[src/rtl/pilha_param.sv]
// Parametrised LIFO stack with top-of-stack peek, replace (push+pop), flush,
// almost-full threshold, sticky overflow/underflow flags and a high-water mark.
module pilha_param #(
    parameter int DATA_W    = 8,
    parameter int DEPTH     = 8,
    parameter int AFULL_LVL = DEPTH - 1,
    parameter int CW        = $clog2(DEPTH + 1)
) (
    input  logic              clk,
    input  logic              reset,
    input  logic              push,
    input  logic              pop,
    input  logic              flush,
    input  logic              clr_err,
    input  logic [DATA_W-1:0] data_in,
    output logic [DATA_W-1:0] data_out,
    output logic              data_out_valid,
    output logic [DATA_W-1:0] top,
    output logic [CW-1:0]     count,
    output logic              empty,
    output logic              full,
    output logic              almost_full,
    output logic              overflow,
    output logic              underflow,
    output logic [CW-1:0]     high_water
);

    localparam int IW = $clog2(DEPTH);
    localparam logic AFULL_RST = (AFULL_LVL == 0) ? 1'b1 : 1'b0;

    logic [DATA_W-1:0] mem_r [DEPTH];
    logic [CW-1:0]     count_r;
    logic [DATA_W-1:0] data_out_r;
    logic              dov_r;
    logic              ovf_r;
    logic              udf_r;
    logic [CW-1:0]     hw_r;
    logic              empty_r;
    logic              full_r;
    logic              afull_r;

    logic [CW-1:0]     count_nxt_s;
    logic [DATA_W-1:0] dout_nxt_s;
    logic              dov_nxt_s;
    logic              ovf_set_s;
    logic              udf_set_s;
    logic              wr_en_s;
    logic [IW-1:0]     wr_idx_s;
    logic [IW-1:0]     top_idx_s;
    logic [CW-1:0]     hw_base_s;
    logic [CW-1:0]     hw_nxt_s;

    assign top_idx_s = IW'(count_r - CW'(1));

    // Next-state decode: flush beats push/pop; push+pop is a replace (or bypass when empty)
    always_comb begin
        count_nxt_s = count_r;
        dout_nxt_s  = data_out_r;
        dov_nxt_s   = 1'b0;
        ovf_set_s   = 1'b0;
        udf_set_s   = 1'b0;
        wr_en_s     = 1'b0;
        wr_idx_s    = IW'(count_r);
        if (flush) begin
            count_nxt_s = {CW{1'b0}};
        end else begin
            case ({push, pop})
                2'b10: begin
                    if (!empty_r && full_r) begin
                        ovf_set_s = 1'b1;
                    end else if (full_r) begin
                        ovf_set_s = 1'b1;
                    end else begin
                        wr_en_s     = 1'b1;
                        count_nxt_s = count_r + CW'(1);
                    end
                end
                2'b01: begin
                    if (empty_r) begin
                        udf_set_s = 1'b1;
                    end else begin
                        dout_nxt_s  = mem_r[top_idx_s];
                        dov_nxt_s   = 1'b1;
                        count_nxt_s = count_r - CW'(1);
                    end
                end
                2'b11: begin
                    dov_nxt_s = 1'b1;
                    if (empty_r) begin
                        dout_nxt_s = data_in;
                    end else begin
                        dout_nxt_s = mem_r[top_idx_s];
                        wr_en_s    = 1'b1;
                        wr_idx_s   = top_idx_s;
                    end
                end
                default: begin
                    count_nxt_s = count_r;
                end
            endcase
        end
    end

    // High-water tracking: clr_err restarts from the count being produced this cycle
    always_comb begin
        if (clr_err) begin
            hw_base_s = {CW{1'b0}};
        end else begin
            hw_base_s = hw_r;
        end
        if (count_nxt_s > hw_base_s) begin
            hw_nxt_s = count_nxt_s;
        end else begin
            hw_nxt_s = hw_base_s;
        end
    end

    // Storage array, intentionally not reset
    always_ff @(posedge clk) begin
        if (wr_en_s) begin
            mem_r[wr_idx_s] <= data_in;
        end
    end

    // Control and status registers
    always_ff @(posedge clk or negedge reset) begin
        if (!reset) begin
            count_r    <= {CW{1'b0}};
            data_out_r <= {DATA_W{1'b0}};
            dov_r      <= 1'b0;
            ovf_r      <= 1'b0;
            udf_r      <= 1'b0;
            hw_r       <= {CW{1'b0}};
            empty_r    <= 1'b1;
            full_r     <= 1'b0;
            afull_r    <= AFULL_RST;
        end else begin
            count_r    <= count_nxt_s;
            data_out_r <= dout_nxt_s;
            dov_r      <= dov_nxt_s;
            ovf_r      <= ovf_set_s | (ovf_r & ~clr_err);
            udf_r      <= udf_set_s | (udf_r & ~clr_err);
            hw_r       <= hw_nxt_s;
            empty_r    <= (count_nxt_s == {CW{1'b0}});
            full_r     <= (count_nxt_s == CW'(DEPTH));
            afull_r    <= (count_nxt_s >= CW'(AFULL_LVL));
        end
    end

    assign top            = empty_r ? {DATA_W{1'b0}} : mem_r[top_idx_s];
    assign data_out       = data_out_r;
    assign data_out_valid = dov_r;
    assign count          = count_r;
    assign empty          = empty_r;
    assign full           = full_r;
    assign almost_full    = afull_r;
    assign overflow       = ovf_r;
    assign underflow      = udf_r;
    assign high_water     = hw_r;

endmodule

[config.mk]
export PLATFORM = sky130hd
export DESIGN_NAME = pilha_param
export DESIGN_NICKNAME = d
export VERILOG_FILES = /design/src/rtl/pilha_param.sv
export SDC_FILE = /design/constraint.sdc
export NUM_CORES = 1
export LEC_CHECK = 0
export BUFFER_PORTS_ARGS = -buffer_cell sky130_fd_sc_hd__clkbuf_2
export CAP_MARGIN = 20
export CORE_MARGIN = 1.5
export CORE_UTILIZATION = 43
export DETAILED_ROUTE_END_ITERATION = 10
export PLACE_DENSITY_LB_ADDON = 0.05
export SLEW_MARGIN = 20
export SYNTH_ARGS = -nofsm -noshare
export SYNTH_HDL_FRONTEND = slang
export SYNTH_SLANG_ARGS = --single-unit
[constraint.sdc]
create_clock -name clk -period 5.3 [get_ports clk]
set_clock_uncertainty 0.15 [all_clocks]
set_input_delay 0.795 -clock clk [delete_from_list [all_inputs] [get_ports clk]]
set_output_delay 0.795 -clock clk [all_outputs]
set_load 0.01 [all_outputs]
==> results of run 1 <==
[final cells by class]
class                           instances  area (sq um)  share of cell area, %
Inverter                               11          41.3                  0.944
Timing Repair Buffer                   44           223                   5.09
Clock inverter                          6          70.1                   1.60
Sequential cell                        86          2470                   56.6
Tap cell                              108           135                   3.09
Clock buffer                            9           124                   2.83
Multi-Input combinational cell        157          1310                   29.9
[worst max-delay path, delay by kind of cell, from the launching register on]
kind | cells | cell delay [ns]
AOI/OAI and AO/OA | 4 | 0.95
DFF | 1 | 0.50
buffers and inverters | 2 | 0.15
adders and majority gates | 2 | 1.15
muxes | 1 | 0.40
and+or+nand+nor | 2 | 0.25
[stage by stage]
step	hold slack, ns	power [mW]
after global placement	0.314	0.995
after floorplan	0.349	0.927
after detailed placement	0.317	0.997
after CTS	0.303	1.45
after global routing	0.326	1.51
final	0.294	1.44
[routing by layer]
| metal | track usage (%) | share of wire [%] | routed length (um) |
|---|---|---|---|
| met1 | 26.7 | 49 | 3940 |
| met2 | 26.0 | 46 | 3700 |
| met3 | 3.01 | 2.9 | 235 |
| met4 | 6.18 | 1.4 | 112 |
| met5 | 0 | 0 | 0 |
[path summary, 6_finish.rpt]
path / cells past startpoint / end / start / slack [ns]
worst max-delay path: 11 / high_water[0] / count[1] / 1.63
worst min-delay path: 1 / data_out[5] / reset / 0.29
worst max register to register: 11 / high_water[0] / count[1] / 1.63
worst min register to register: 2 / data_out[6] / data_out[6] / 0.33
max in group asynchronous: 1 / count[0] / reset / 4.28
min in group clk: 2 / data_out[6] / data_out[6] / 0.33
[cells in the mapped netlist (all sizes together), types with 3 or more instances]
cell type,count,area (sq um)
mux2,4,45.0
o21ai,20,108
mux4,16,372
nand2,25,93.8
inv,11,41.3
nor2,24,90.1
clkbuf,3,12.5
edfxtp,64,1920
nor2b,4,25.0
a21oi,7,35.0
dfrtp,21,526
nor3b,3,27.5
ha,9,113
mux2i,10,113
buf,9,80.1
nand2b,9,56.3
a21o,5,45.0
[power breakdown]
part           switching (mW)  total, mW  internal [mW]  leakage (nW)
sequential             0.0223      0.773          0.751         0.865
combinational           0.119      0.205         0.0864         0.744
clock                   0.242      0.462          0.220        0.0953
[logic make-up (layout without fill, tap and decap cells)]
group	Yosys count	count (layout)	synth area share, %
AOI/OAI and AO/OA	40	40	6.36
xor gates and xnor gates	3	3	1.15
adders and majority gates	9	9	2.88
buffers and inverters	23	70	3.42
DFF	86	86	63.2
muxes	30	30	13.5
and+or+nand+nor	75	75	9.43
[flip-flops by register name (all words and copies together), names as in the netlist]
register	count
overflow	1
empty	1
count	4
high_water	4
data_out_valid	1
underflow	1
mem_r	64
full	1
data_out	8
almost_full	1
==> key figures, run 1 <==
Outcome
  – Status: completed

Clocking
  – Worst-case clock buffer depth: 2
  – Clk slew on worst S/H paths: 0.10 ns
  – Post-cts hold buffer count: 0
  – Root Buffer: clkbuf_8
  – CTS tree: yes
  – Clk_lat worst skew: approximately 0.35 ns
  – CTS buffer count: 9
  – CTS resizes: 0
  – Post-CTS Setup Repair Bufs: 0
  – Sinks on the clock net: 86
  – Number of H-tree levels: 3

Place
  – I/O Buffers: 43
  – Placed Cells: approximately 410
  – Setup Slack @ Placement: approximately 1.4 ns
  – Global placement routability congestion: around 0.75
  – Post-DP Area: 4180 sq um
  – Dpl hpwl: approximately 5000 um

Final layout
  – Final #Nets: 332
  – Diode count: 0
  – Final Cell Area: 4370 sq um
  – Most frequent cells in the layout: edfxtp_1, clkbuf_2, nand2_1, nor2_1, dfrtp_1
  – Layout cells sized above 1: 26.8%
  – Commonest non-fill, non-tap cell in the layout: edfxtp_1
  – Area Overhead vs Synth: 11.7%
  – Fillers: 773
  – Final core utilization: 49.9%
  – Non-Filler Instances: around 420

Die
  – Chip height: 98.4 um
  – Top Ports: 44
  – Core area: approximately 8800 sq um
  – FP Rows: 34
  – Starting Density: approximately 45%
  – Die width: 98.4 um
  – Total die area: 9680 sq um

Drt
  – Routed WL: roughly 8000 um
  – Vias: about 2,300
  – First DRT Iteration DRCs: between 100 and 150
  – WL/cell: 19.0 um
  – DRC: 0
  – Via density: 5.38
  – DRT antenna net count: 0
  – First-pass iteration count of the detailed router: 5

Critical path
  – Critical path's slowest cell: ha_1
  – Max incr delay on CP: 0.85 ns
  – Worst-path cell chain: inv_1, ha_1, nor3b_1, a21oi_1, o32a_1, inv_1, ha_1, nor2b_1, o21ai_0, a21oi_1, mux2_2
  – Startpoint class of the critical path: register
  – Setup crit end kind: register
  – CP Class: register to register
  – Crit path DAT: 3.76 ns
  – CP max FO: 20
  – Required time of the critical path: 5.39 ns

Timing
  – Worst-Margin Slew: 1.00 ns
  – Tcrit/Tclk final: roughly 69%
  – Tmin final: around 3.7 ns
  – Hold Fails Final Rpt: 0
  – RSZ-0062 raised after global routing: false
  – Final Slew Violations: 0
  – Slew HR: 32.9%
  – Total negative slack: 0 ns
  – Setup Viol. Count Final: 0
  – Setup ws final: roughly 1.6 ns
  – Highest clock rate: 272 MHz

Synth
  – Top_reg_cell synth: edfxtp_1
  – Syn_nets: 289
  – Sequential fraction of the synthesis area: 63.2%
  – Post-Synthesis Cells: 266
  – FF+latch count, synth: 86
  – Post-synth EDFFs: 64
  – Synth Warn #: 0
  – Fraction of registers with async set/reset: 25.6%
  – Mapped Area: between 3000 and 4000 sq um
  – Synth cell types: 47
  – Avg Inst Size Synth: about 15 sq um

Global route
  – Total GRT Usage: 17.7%
  – Grt total ovfl: 0
  – First-pass GRT wire length: 12,600 um
  – Pin count of the biggest net entering global routing: 27
  – Initial antenna violation count: 0
  – Vias in the first global route: 2,210

Worst hold path
  – Hold Path Class: input pin to asynchronous set/reset pin

Job
  – Max_cap viols: 0

Power and ir drop
  – VDD IR max: 0.158 mV
  – Leakage: 1.70 nW
  – Cell Pwr Density: 329 nW/um^2
No activity file was read; power rests on OpenSTA's default activity.
==> inputs of run 2 (changes only) <==
==> constraint.sdc (replaced) <==
create_clock -name clk -period 3.75 [get_ports clk]
set_clock_uncertainty 0.15 [all_clocks]
set_input_delay 0.5625 -clock clk [delete_from_list [all_inputs] [get_ports clk]]
set_output_delay 0.5625 -clock clk [all_outputs]
set_load 0.01 [all_outputs]
==> key figures, run 2 (same netlist as run 1, synthesis figures left out) <==
Place
  – I/O Buffers: 43
  – Placed Cells: 418
  – Setup Slack @ Placement: around 0.46 ns
  – Global placement routability congestion: 0.831
  – Dpl hpwl: ~5300 um

Critical path
  – Required time of the critical path: 3.04 ns
  – Startpoint class of the critical path: register
  – R2r endpoint: high_water[2]
  – Crit path top cell by count: buf_4
  – Critical path's slowest cell: dfrtp_1
  – Worst r2r src: count[0]
  – Setup crit end kind: output port
  – Worst-path cell chain: buf_4, inv_2, ha_1, buf_4, mux4_2, mux2i_1, nor2_1, clkbuf_2
  – CP Class: register to output port
  – R2R depth: 14
  – Crit path DAT: 2.51 ns
  – Max incr delay on CP: approximately 0.44 ns
  – R2R Setup Slk: about 0.71 ns
  – CP max FO: 18

Clocking
  – Post-cts hold buffer count: 0
  – Root Buffer: clkbuf_8
  – CTS buffer count: 9
  – Number of H-tree levels: 3
  – Clk slew on worst S/H paths: 0.09 ns
  – Worst-case clock buffer depth: 2
  – Sinks on the clock net: 86
  – Clk_lat worst skew: 0.35 ns
  – Post-CTS Setup Repair Bufs: 0
  – CTS resizes: 0
  – CTS tree: yes

Timing
  – Setup ws final: 0.526 ns
  – Highest clock rate: 310 MHz
  – Worst-Margin Slew: just under 0.8 ns
  – RSZ-0062 raised after global routing: false
  – Slew HR: 48.4%
  – Hold Fails Final Rpt: 0
  – Final Slew Violations: 0
  – Setup Viol. Count Final: 0
  – Tmin final: approximately 3.2 ns
  – Tcrit/Tclk final: 86.0%
  – Total negative slack: 0 ns

Final layout
  – Commonest non-fill, non-tap cell in the layout: edfxtp_1
  – Most flops, register: mem_r
  – Area Overhead vs Synth: 14.7%
  – Area of the multi-input gates: around 1300 sq um
  – Diode count: 0
  – Non-Filler Instances: between 400 and 500
  – Largest register FFs: 64
  – Final #Nets: 344
  – Most frequent cells in the layout: edfxtp_1, clkbuf_2, nand2_1, nor2_1, dfrtp_1
  – Layout cells sized above 1: roughly 30%
  – Fillers: 762
  – Reg area: roughly 2500 sq um

Global route
  – Vias in the first global route: 2,194
  – Total GRT Usage: 18.0%
  – Grt total ovfl: 0
  – Grt peak-use layer: met1
  – First-pass GRT wire length: 12,800 um
  – Met3 Use GR: 2.86%
  – Initial antenna violation count: 0
  – Pin count of the biggest net entering global routing: 23
  – M1 GR Usage: 27.1%
  – Met2 usage: 27.0%

Power and ir drop
  – Leakage: 1.78 nW
  – Cell Pwr Density: 472 nW/um^2
  – VDD IR max: around 0.24 mV

Die
  – Chip height: 98.4 um
  – Starting Density: between 40% and 50%
  – FP Rows: 34
  – Total die area: 9680 sq um
  – Core area: between 8000 and 9000 sq um
  – Die width: 98.4 um
  – Top Ports: 44

Drt
  – Vias: 2,253
  – DRT antenna net count: 0
  – First-pass iteration count of the detailed router: 4
  – WL/cell: ~19 um
  – First DRT Iteration DRCs: 133
  – DRC: 0
  – Routed WL: 8050 um
  – Via density: about 5.2

Outcome
  – Status: completed

Worst hold path
  – Hold Path Class: input pin to asynchronous set/reset pin

Job
  – Max_cap viols: 0
run 2: cell count changes in the layout (fill, tap and decap cells not counted), sizes merged:
cell | before | now
buf | 1 | 13
bufinv | 1 | 2
clkbuf | 52 | 53
clkinv | 2 | 1
run 2: layer usage:
metal  vias to the layer above  routed length (um)
met3                         5                 262
met1                      1102                4080
met5                         -                   0
met2                        43                3640
li1                       1103                   -
met4                         0                  71
run 2: cell type report:
class | count | share of cell area (%)
Sequential cell | 86 | 55.1
Tap cell | 108 | 3.01
Timing Repair Buffer | 56 | 6.97
Clock inverter | 6 | 2.06
Inverter | 11 | 0.920
Multi-Input combinational cell | 157 | 29.1
Clock buffer | 10 | 2.84
run 2: worst max path at each step:
stage                         from             to  slack [ns]  cells after the start
after CTS                 count[0]         top[7]        0.48                      8
after global routing      count[0]         top[7]        0.38                      8
after global placement        push  high_water[2]        0.53                     15
final                     count[0]         top[7]        0.53                      8
after floorplan           count[0]  high_water[0]        0.46                     14
after detailed placement      push  high_water[2]        0.46                     15
run 2: power by group:
part	leakage (nW)	total [mW]	switching [mW]	internal [mW]
clock network	0.109	0.725	0.343	0.382
logic	0.808	0.313	0.182	0.130
registers	0.865	1.08	0.0194	1.06
total	1.78	2.12	0.545	1.57
run 2: metrics by stage:
step	hold slack [ns]	area [sq um]	total power [mW]	utilization (%)
finish	0.0646	4490	2.12	51.2
global route	0.124	4490	2.21	51.2
CTS	0.0910	4490	2.15	51.2
detailed placement	0.319	4270	1.42	48.7
global placement	0.316	4270	1.42	48.7
floorplan	0.117	3910	1.31	-
run 2: critical path, delay by kind of cell, from the launching register on:
family	cells	cell delay, ns
DFF	1	0.44
buffers and inverters	4	0.70
adders and majority gates	1	0.31
and+or+nand+nor	1	0.08
muxes	2	0.63
==> inputs of run 3 (changes only) <==
--- a/config.mk
+++ b/config.mk
@@ -11,6 +11,7 @@
 export CORE_UTILIZATION = 43
 export DETAILED_ROUTE_END_ITERATION = 10
 export PLACE_DENSITY_LB_ADDON = 0.05
+export RECOVER_POWER = 50
 export SLEW_MARGIN = 20
 export SYNTH_ARGS = -nofsm -noshare
 export SYNTH_HDL_FRONTEND = slang
==> key figures, run 3 (same netlist as run 1, synthesis figures left out) <==
Critical path
  – R2R Setup Slk: 0.70 ns
  – Critical path's slowest cell: dfrtp_1
  – Setup crit end kind: output port
  – Crit path DAT: 2.50 ns
  – Crit path top cell by count: buf_4
  – Crit path buffers/inverters: 4
  – CP Class: register to output port
  – CP top delay family: buffers and inverters
  – Max incr delay on CP: 0.44 ns
  – Required time of the critical path: 3.04 ns
  – Worst-path cell chain: buf_4, inv_2, ha_1, buf_4, mux4_2, mux2i_1, nor2_1, clkbuf_2
  – Startpoint class of the critical path: register
  – CP max FO: 18

Global route
  – Initial antenna violation count: 0
  – Total GRT Usage: 18.0%
  – Grt total ovfl: 0
  – First-pass GRT wire length: 12,800 um
  – Vias in the first global route: 2,194
  – Pin count of the biggest net entering global routing: 23

Power and ir drop
  – Leakage: about 1.7 nW
  – Combinational power share: around 14%
  – Power share of the clock group: 34.4%
  – VDD IR max: ~0.24 mV
  – Cell Pwr Density: 473 nW/um^2
  – Switching portion of total power: around 26%
  – Switching power: 0.546 mW
  – Flop pwr share: 51.1%
  – Internal power: between 1.5 and 2 mW

Clocking
  – Worst-case clock buffer depth: 2
  – Post-cts hold buffer count: 0
  – Number of H-tree levels: 3
  – Sinks on the clock net: 86
  – Post-CTS Setup Repair Bufs: 0
  – Root Buffer: clkbuf_8
  – CTS buffer count: 9
  – CTS resizes: 0
  – Clk slew on worst S/H paths: 0.09 ns
  – Clk_lat worst skew: 0.35 ns
  – CTS tree: yes

Timing
  – Tcrit/Tclk final: 85.8%
  – Final Slew Violations: 0
  – RSZ-0062 raised after global routing: false
  – Setup ws final: 0.534 ns
  – Hold Fails Final Rpt: 0
  – Worst hold slack: 0.333 ns
  – Setup Viol. Count Final: 0
  – Tmin final: 3.22 ns
  – Worst-Margin Slew: around 1.4 ns
  – Highest clock rate: a little over 300 MHz
  – Total negative slack: 0 ns
  – Slew HR: under 10%

Final layout
  – Final core utilization: 50.9%
  – Largest register FFs: 64
  – Most frequent cells in the layout: edfxtp_1, nand2_1, nor2_1, clkbuf_1
  – Reg area: 2470 sq um
  – Fillers: 769
  – Final #Nets: between 300 and 400
  – Layout cells sized above 1: 22.7%
  – Area Overhead vs Synth: 14.0%
  – Most flops, register: mem_r
  – Diode count: 0
  – Commonest non-fill, non-tap cell in the layout: edfxtp_1
  – Non-Filler Instances: 434
  – Area of the multi-input gates: 1310 sq um

Drt
  – Via density: ~5.2
  – First-pass iteration count of the detailed router: 4
  – Vias: between 2,000 and 2,500
  – Routed WL: 8090 um
  – First DRT Iteration DRCs: about 160
  – DRC: 0
  – WL/cell: about 19 um
  – DRT antenna net count: 0

Place
  – Setup Slack @ Placement: approximately 0.46 ns
  – Global placement routability congestion: 0.831
  – Dpl hpwl: 5300 um
  – I/O Buffers: 43
  – Placed Cells: 418

Die
  – Chip height: 98.4 um
  – FP Rows: 34
  – Top Ports: 44
  – Starting Density: 44.6%
  – Die width: 98.4 um
  – Total die area: 9680 sq um
  – Core area: 8760 sq um

Outcome
  – Status: completed

Worst hold path
  – Hold Path Class: register to register

Job
  – Max_cap viols: 0
-- run 3: path summary, 6_finish.rpt --
path,from,end,depth (start not counted)
max reg2reg,count[0],high_water[2],14
min in group asynchronous,reset,data_out[1],1
max in group asynchronous,reset,count[1],1
max,count[0],top[7],8
min,data_out[6],data_out[6],2
min reg2reg,data_out[6],data_out[6],2
-- run 3: area by class of cell --
type / instances / area share (%)
clock buffer: 10 / 2.86
clock inverter: 6 / 2.08
inverter: 11 / 0.926
multi-input combinational: 157 / 29.3
sequential: 86 / 55.5
tap: 108 / 3.03
timing repair buffer: 56 / 6.40
-- run 3: worst min-delay path, stage by stage (launching register included) --
cell and delay, ns:
dfrtp_1 0.35, nand2_1 0.06, o21ai_2 0.05
-- run 3: power groups by stage --
stage	Clock [mW]	Combinational, mW	Sequential, mW
floorplan	0	0.199	1.11
global placement	0	0.317	1.10
detailed placement	0	0.319	1.10
CTS	0.745	0.320	1.08
global route	0.780	0.343	1.08
finish	0.726	0.307	1.08
-- run 3: per-stage QoR --
| step | cell area [sq um] | total power, mW |
|---|---|---|
| after detailed placement | 4270 | 1.42 |
| after global placement | 4270 | 1.42 |
| after floorplan | 3910 | 1.31 |
| after global routing | 4460 | 2.21 |
| after CTS | 4490 | 2.15 |
| final | 4460 | 2.11 |
-- run 3: per-layer routing --
layer	wire length, um	up-vias	GRT usage (%)	part of all wire [%]
met1	4080	1095	27.1	50
met3	319	7	2.86	3.9
met5	0	-	0	0
li1	-	1102	-	-
met4	66	0	5.53	0.82
met2	3630	48	27.0	45
